==> src/rtl/note_sequencer.sv <==
// Melody engine: steps a writable (note,dur) song memory on a tempo tick and drives a one-hot note bus.
// Outputs decode registered state; start enters LOAD next cycle; stop forces IDLE with no done pulse.
module note_sequencer #(
  parameter int TICK_DIV  = 2500000,
  parameter int SONG_LEN  = 16,
  parameter int ADDR_W    = 4,
  parameter int GAP_TICKS = 1
) (
  input  logic              CLOCK_50,
  input  logic              resetn,
  input  logic              start,
  input  logic              stop,
  input  logic              loop,
  input  logic              wr_en,
  input  logic [ADDR_W-1:0] wr_addr,
  input  logic [9:0]        wr_data,
  output logic [31:0]       note_out,
  output logic              busy,
  output logic              done,
  output logic [ADDR_W-1:0] step_idx
);
  localparam int CNT_W = $clog2(TICK_DIV);
  localparam int GAP_W = (GAP_TICKS < 2) ? 1 : $clog2(GAP_TICKS + 1);
  localparam logic [CNT_W-1:0]  CNT_MAX   = CNT_W'(TICK_DIV - 1);
  localparam logic [ADDR_W-1:0] LAST_ADDR = ADDR_W'(SONG_LEN - 1);
  localparam logic [GAP_W-1:0]  GAP_INIT  = GAP_W'(GAP_TICKS);
  localparam logic [GAP_W-1:0]  GAP_ONE   = GAP_W'(1);

  typedef enum logic [2:0] {S_IDLE, S_LOAD, S_PLAY, S_GAP, S_DONE} state_t;

  state_t            state;
  logic [9:0]        mem [SONG_LEN];
  logic [ADDR_W-1:0] addr;
  logic [4:0]        note_r;
  logic [4:0]        remaining;
  logic [CNT_W-1:0]  tick_cnt;
  logic [GAP_W-1:0]  gap_left;
  logic [4:0]        rd_dur;
  logic [4:0]        rd_note;
  logic              tick;
  logic              last_addr;

  // No reset on the song memory; a same-cycle LOAD sees the pre-write contents.
  always_ff @(posedge CLOCK_50) begin
    if (wr_en)
      mem[wr_addr] <= wr_data;
  end

  assign {rd_dur, rd_note} = mem[addr];
  assign tick      = (tick_cnt == CNT_MAX);
  assign last_addr = (addr == LAST_ADDR);

  always_ff @(posedge CLOCK_50 or negedge resetn) begin
    if (!resetn) begin
      state     <= S_IDLE;
      addr      <= '0;
      note_r    <= '0;
      remaining <= '0;
      tick_cnt  <= '0;
      gap_left  <= '0;
    end else if (stop) begin
      state    <= S_IDLE;
      tick_cnt <= '0;
    end else begin
      tick_cnt <= '0;
      case (state)
        S_IDLE: begin
          if (start) begin
            addr  <= '0;
            state <= S_LOAD;
          end
        end
        S_LOAD: begin
          note_r    <= rd_note;
          remaining <= rd_dur;
          if (rd_dur == 5'd0) begin
            // Looping only from a non-zero address keeps an empty song from spinning.
            if ((addr != '0) && loop) begin
              addr  <= '0;
              state <= S_LOAD;
            end else begin
              state <= S_DONE;
            end
          end else begin
            state <= S_PLAY;
          end
        end
        S_PLAY: begin
          tick_cnt <= tick ? '0 : tick_cnt + 1'b1;
          if (tick) begin
            remaining <= remaining - 1'b1;
            if (remaining == 5'd1) begin
              if (GAP_TICKS == 0) begin
                addr  <= addr + 1'b1;
                state <= (last_addr && !loop) ? S_DONE : S_LOAD;
              end else begin
                gap_left <= GAP_INIT;
                state    <= S_GAP;
              end
            end
          end
        end
        S_GAP: begin
          tick_cnt <= tick ? '0 : tick_cnt + 1'b1;
          if (tick) begin
            gap_left <= gap_left - 1'b1;
            if (gap_left == GAP_ONE) begin
              addr  <= addr + 1'b1;
              state <= (last_addr && !loop) ? S_DONE : S_LOAD;
            end
          end
        end
        S_DONE:  state <= S_IDLE;
        default: state <= S_IDLE;
      endcase
    end
  end

  always_comb begin
    note_out = '0;
    if ((state == S_PLAY) && (note_r <= 5'd29))
      note_out = 32'd1 << note_r;
  end

  assign busy     = (state == S_LOAD) || (state == S_PLAY) || (state == S_GAP);
  assign done     = (state == S_DONE);
  assign step_idx = addr;

endmodule

==> config.mk <==
export PLATFORM = sky130hd
export DESIGN_NAME = note_sequencer
export DESIGN_NICKNAME = d
export VERILOG_FILES = /design/src/rtl/note_sequencer.sv
export SDC_FILE = /design/constraint.sdc
export NUM_CORES = 1
export LEC_CHECK = 0
export BUFFER_PORTS_ARGS = -buffer_cell sky130_fd_sc_hd__buf_2
export CORE_ASPECT_RATIO = 1.1
export CORE_MARGIN = 2
export CORE_UTILIZATION = 40
export DETAILED_ROUTE_END_ITERATION = 7
export GPL_TIMING_DRIVEN = 1
export PLACE_DENSITY = 0.56
export SYNTH_ARGS = -nofsm -noshare
export SYNTH_HDL_FRONTEND = slang
export SYNTH_SLANG_ARGS = --single-unit
export TNS_END_PERCENT = 5
==> constraint.sdc <==
create_clock -name CLOCK_50 -period 2.6 [get_ports CLOCK_50]
set_input_delay 0.13 -clock CLOCK_50 [delete_from_list [all_inputs] [get_ports CLOCK_50]]
set_output_delay 0.13 -clock CLOCK_50 [all_outputs]
set_load 0.05 [all_outputs]
* Word-level counts from Yosys, hierarchy flattened
Memory sizes are Yosys's and may differ from the RTL's.
Cells that the tools add are included.
** Storage, ports and cells
- Bits in writable memories :: 160
- Bits of input ports :: 20
- Memories kept :: 1
- Flip-flop bits (word level) :: 40
** Cells by class
- Bitwise logic cells :: 1
- Reduce and logical (&&, ||, !) cells :: 18
- Order comparisons :: 1
- Add/sub/neg operators :: 4
- Shifts and indexed selects :: 1
- Muxes and demuxes :: 28
- Equality and inequality tests :: 19
** Memory list
- mem :: words 16, bits a word 10, rd ports 1, clocked after memory_dff 0, wr ports 1, line 32 : logic [9:0] mem [SONG_LEN];
** Operators with widths (count)
- $mux W22 :: 3
- $mux W32 :: 1
- $shl A1 B5 Y32 const A :: 1
- $mux W3 :: 9
- $add A22 B1 Y22 const B :: 1
- $eq A22 B22 Y1 const B :: 1
- $mux W4 :: 5
- $ne A3 B3 Y1 const B :: 5
- $ne A2 B2 Y1 const B :: 7
- $pmux W3 S4 :: 1
- $pmux W4 S3 :: 1
- $pmux W5 S2 :: 1
- $reduce_and A5 Y1 :: 2
- $reduce_and A7 Y1 :: 1
- $eq A3 B2 Y1 const B :: 2
- $eq A5 B1 Y1 const B :: 1
- $le A5 B5 Y1 const B :: 1
- $logic_not A5 Y1 :: 1
- $mux W1 :: 5
- $mux W5 :: 1
- $sub A5 B1 Y5 const B :: 1
- $add A4 B1 Y4 const B :: 1
- $eq A4 B4 Y1 const B :: 1
- $reduce_bool A2 Y1 :: 2
- 14 further kinds :: 17

* Depth between registers and ports, before layout
- Depth after elaboration :: 7
- Gate-level depth with buffers :: 11
- Gate-level depth less buffers :: 8

* Worst setup path after synthesis
No wires, ideal clock.
- Path type :: register -> register
- From :: reg addr[1] (netlist: step_idx[1])
- To :: reg addr[0] (netlist: step_idx[0])
- Library setup time :: 0.078 ns
- Path buffers :: 3
- Stages on the path, launching flop included :: 12
- Clock period less this slack :: 2.671 ns
- Arrival time :: 2.593 ns
- Data required time :: 2.522 ns
- Path slack :: -0.071 ns
- Cells stage by stage :: dfrtp_1 -> clkbuf_1 -> clkbuf_8 -> buf_6 -> inv_1 -> ha_1 -> or3b_1 -> a311o_1 -> nand3_1 -> inv_2 -> a22oi_1 -> o2bb2ai_1
** Between the ends
- Word-level cells in the longest chain between the ends :: 4
** Ends and longest elaborated chain
- from (decl) :: line 33 : logic [ADDR_W-1:0] addr;
- from (signal assigned) :: line 94 : addr <= addr + 1'b1;
- from (signal assigned) :: line 108 : addr <= addr + 1'b1;
- $mem_v2 Z16 W10 / $reduce_bool A4 Y1 (equally long branches)
- $logic_not A5 Y1 / $logic_and A1 B1 Y1 (equally long branches) :: line 76, 78
- $ne A2 B2 Y1 (no source line)
- $reduce_and A7 Y1 (no source line) *
Mark *: on every way between the ends. The rest lies on a longest branch, timed or not.
A chain may end at the register's enable or synchronous reset.

* Worst setup path in the final report
- From :: reg state[0]
- To :: out note_out[21]
** Between the ends
- Word-level cells in the longest chain between the ends :: 3
** Ends and longest elaborated chain
- from (decl) :: line 31 : state_t state;
- from (signal assigned) :: line 95 : state <= (last_addr && !loop) ? S_DONE : S_LOAD;
- from (signal assigned) :: line 109 : state <= (last_addr && !loop) ? S_DONE : S_LOAD;
- $eq A3 B2 Y1 :: line 121 : if ((state == S_PLAY) && (note_r <= 5'd29))
- $logic_and A1 B1 Y1 :: line 121
- $mux W32 :: line 121
- to (decl) :: line 17 : output logic [31:0] note_out,
No other way between the ends.

==> reports/results.ini <==
[clock_tree]
cts_buffer_depth = 2
clk_pin_slew_ns = 0.08
clkSinkCount = 200
cts-buffers-inserted = 17
insertion_delay_ns = 0.43
cts_max_level = 4
ctsRootBufferMaster = clkbuf_16
cts_tree = built

[finish]
most-common-layout-cells = edfxtp_1 (160), nor2_1 (86), buf_2 (55)
fin_nets = 647
layout-drive-gt1-share_pct = 24.88
final_common_cell = edfxtp_1
stdcell_area_mm2 = 0.009996
area_growth_pct = 15.73
final_core_util_pct = 47.08
instances_no_fill = 925
diodes = 0

[critical_path]
criticalPathCategory = reg -> out
crit_path_end_kind = output pin
worstSetupEndpoint = note_out[21]
max_stage_delay_ns = 0.50
worstRegToRegCells = 8
crit_arrival_ns = 2.26
reg2reg_from = step_idx[1]$_DFFE_PN0P_
worstPathCellList = inv_1, nand3b_1, buf_4, nor2_1, nand3_1, nor2_1, buf_2
startpoint = state[0]$_DFFE_PN0P_
slowest_stage = dfrtp_1
crit_required_ns = 2.47
regToRegEndpoint = step_idx[0]$_DFFE_PN0P_
path_max_fanout = 12
cp_common_cell = nor2_1
r2r_slack_ns = 0.23
startpoint_type = flop

[route]
drtIter0Drc = 330
wl_um = 18800
vias = 4927
ant_nets = 0
drc = 0
firstDrtPassIters = 5
routedWlPerCell_um = 20.32
viasPerCell = 5.326

[placement]
io_buffer_count = 55
dpl.cell_count = 890
dpl.hpwl_um = 12430
gp_congestion = 0.8330
dpl_cell_area_mm2 = 0.009358

[timing]
setup_viol_count_final = 0
fin_skew_ns = 0.01075
fin_crit_ns = 2.386
slew_viol_final = 0
timing.slew.headroom_pct = 37.95
tns_ns = 0
tightest_slew_ns = 0.9308
period_share_pct = 91.75
rsz0062_at_grt = false
fmax_ghz = 0.4192
hold_violations = 0

[floorplan]
row_count = 56
die_h_um = 158.1
core_area_mm2 = 0.02123
die_w_um = 144.1
die-area_mm2 = 0.02279
start_util_pct = 40.68
io_pins = 58

[global_routing]
grt_max_degree = 41
grt_pass1_vias = 4946
antenna_found_initial = 0
grt_first_pass_wirelength_um = 28680
gr-total-overflow = 0
grt_usage_pct = 17.42

[yosys]
syn_inst = 536
ys_types = 58
synth_flop_cell = edfxtp_1
ys_ff_latch = 200
ys_seq_area_share_pct = 67.22
synth_edf_count = 160
synth-async-reset-ratio_pct = 20.00
synth_area_mm2 = 0.008637
avgSynthCellArea_um2 = 16.11
yosysWarnings = 0

[power_and_ir_drop]
seq_power_share_pct = 53.8
power_density_mw_per_mm2 = 686.8
combPwrFrac_pct = 7.9
switching_power_mw = 1.781
p_int_mw = 5.085
power_frac_clock_pct = 38.2
switching_share_pct = 25.93
total_power_mw = 6.866
max-vdd-ir-drop_mv = 0.4457
p_leak_nw = 3.528

[min_path]
worstHoldPathCells = 1
hold_path_class = in -> reg

[outcome]
status = completed

[job]
maxCapViolations = 0

[critical path, delay by kind of cell (launching register included)]
kind | cells | cell delay [ns]
buffers and inverters | 3 | 0.66
AND/OR/NAND/NOR | 4 | 0.67
flip-flops | 1 | 0.50
[synthesized netlist by cell type (all sizes together), types with 10 or more instances]
cell | number | area share [%]
a22oi | 11 | 0.96
buf | 10 | 1.3
clkbuf | 12 | 0.68
dfrtp | 40 | 12
edfxtp | 160 | 56
mux4 | 45 | 13
nand2 | 20 | 0.87
nand3 | 21 | 1.2
nand4 | 10 | 0.72
nor2 | 87 | 3.8
nor3 | 10 | 0.64
xor2 | 16 | 1.6
[cell type report]
| class | instances | area (um2) |
|---|---|---|
| Multi-Input combinational cell | 308 | 2645 |
| Inverter | 7 | 26.28 |
| Clock buffer | 17 | 425.4 |
| Tap cell | 290 | 362.8 |
| Timing Repair Buffer | 88 | 553.0 |
| Sequential cell | 200 | 5811 |
| Fill cell | 1840 | 11230 |
| Clock inverter | 15 | 172.7 |
[kinds of logic after synthesis]
kind of cell,synth area share (%)
XOR/XNOR,2.028
adder cells (fa/ha/maj),0.7243
buffers and inverters,2.318
AND/OR/NAND/NOR,10.58
AO/OA/AOI/OAI,3.622
flip-flops,67.22
multiplexers,13.47
other,0.04342
[per-layer routing]
layer / GRT usage (%) / part of all wire [%] / up-vias
met4: 4.622 / 1.1 / 0
met3: 3.116 / 3.7 / 18
met1: 22.92 / 45 / 2515
met2: 29.95 / 51 / 120
met5: 0 / 0 / -
li1: - / - / 2274
[per-stage QoR]
step	hold WS, ns	worst slack [ns]
5_1_grt	0.06386	0.002434
4_1_cts	0.05331	0.1714
6_report	0.06405	0.2144
3_5_place_dp	0.3186	0.1913
3_3_place_gp	0.3073	0.2300
2_1_floorplan	-0.1656	0.01291
[state kept, by name, summed over array words and instances (netlist names)]
register,cells
gap_left,1
mem,160
note_r,5
remaining,5
state,3
step_idx,4
tick_cnt,22
[worst min path at each step]
stage	start	to	slack [ns]
after floorplan	resetn	gap_left$_DFFE_PN0P_	-0.17
after global placement	resetn	note_r[4]$_DFFE_PN0P_	0.31
after detailed placement	resetn	note_r[2]$_DFFE_PN0P_	0.32
after CTS	wr_data[1]	mem[12][1]$_DFFE_PP_	0.05
after global routing	wr_data[0]	mem[14][0]$_DFFE_PP_	0.06
final	wr_data[1]	mem[12][1]$_DFFE_PP_	0.06
[power by group through the flow]
| stage | Combinational, mW | Clock, mW | Sequential [mW] |
|---|---|---|---|
| after floorplan | 0.378 | 0 | 3.73 |
| after global placement | 0.530 | 0 | 3.76 |
| after detailed placement | 0.545 | 0 | 3.77 |
| after CTS | 0.549 | 2.67 | 3.70 |
| after global routing | 0.600 | 2.81 | 3.71 |
| final | 0.545 | 2.62 | 3.70 |
[what timing repair did]
| item | in CTS | in global routing |
|---|---|---|
| setup buffers | 0 | 1 |
| resized for setup | 0 | 3 |
| hold endpoints to repair | 41 | 0 |
| hold buffers | 2 | 0 |
| endpoints found under the setup margin | 0 | 4 |
No activity file was read; power rests on OpenSTA's default activity.
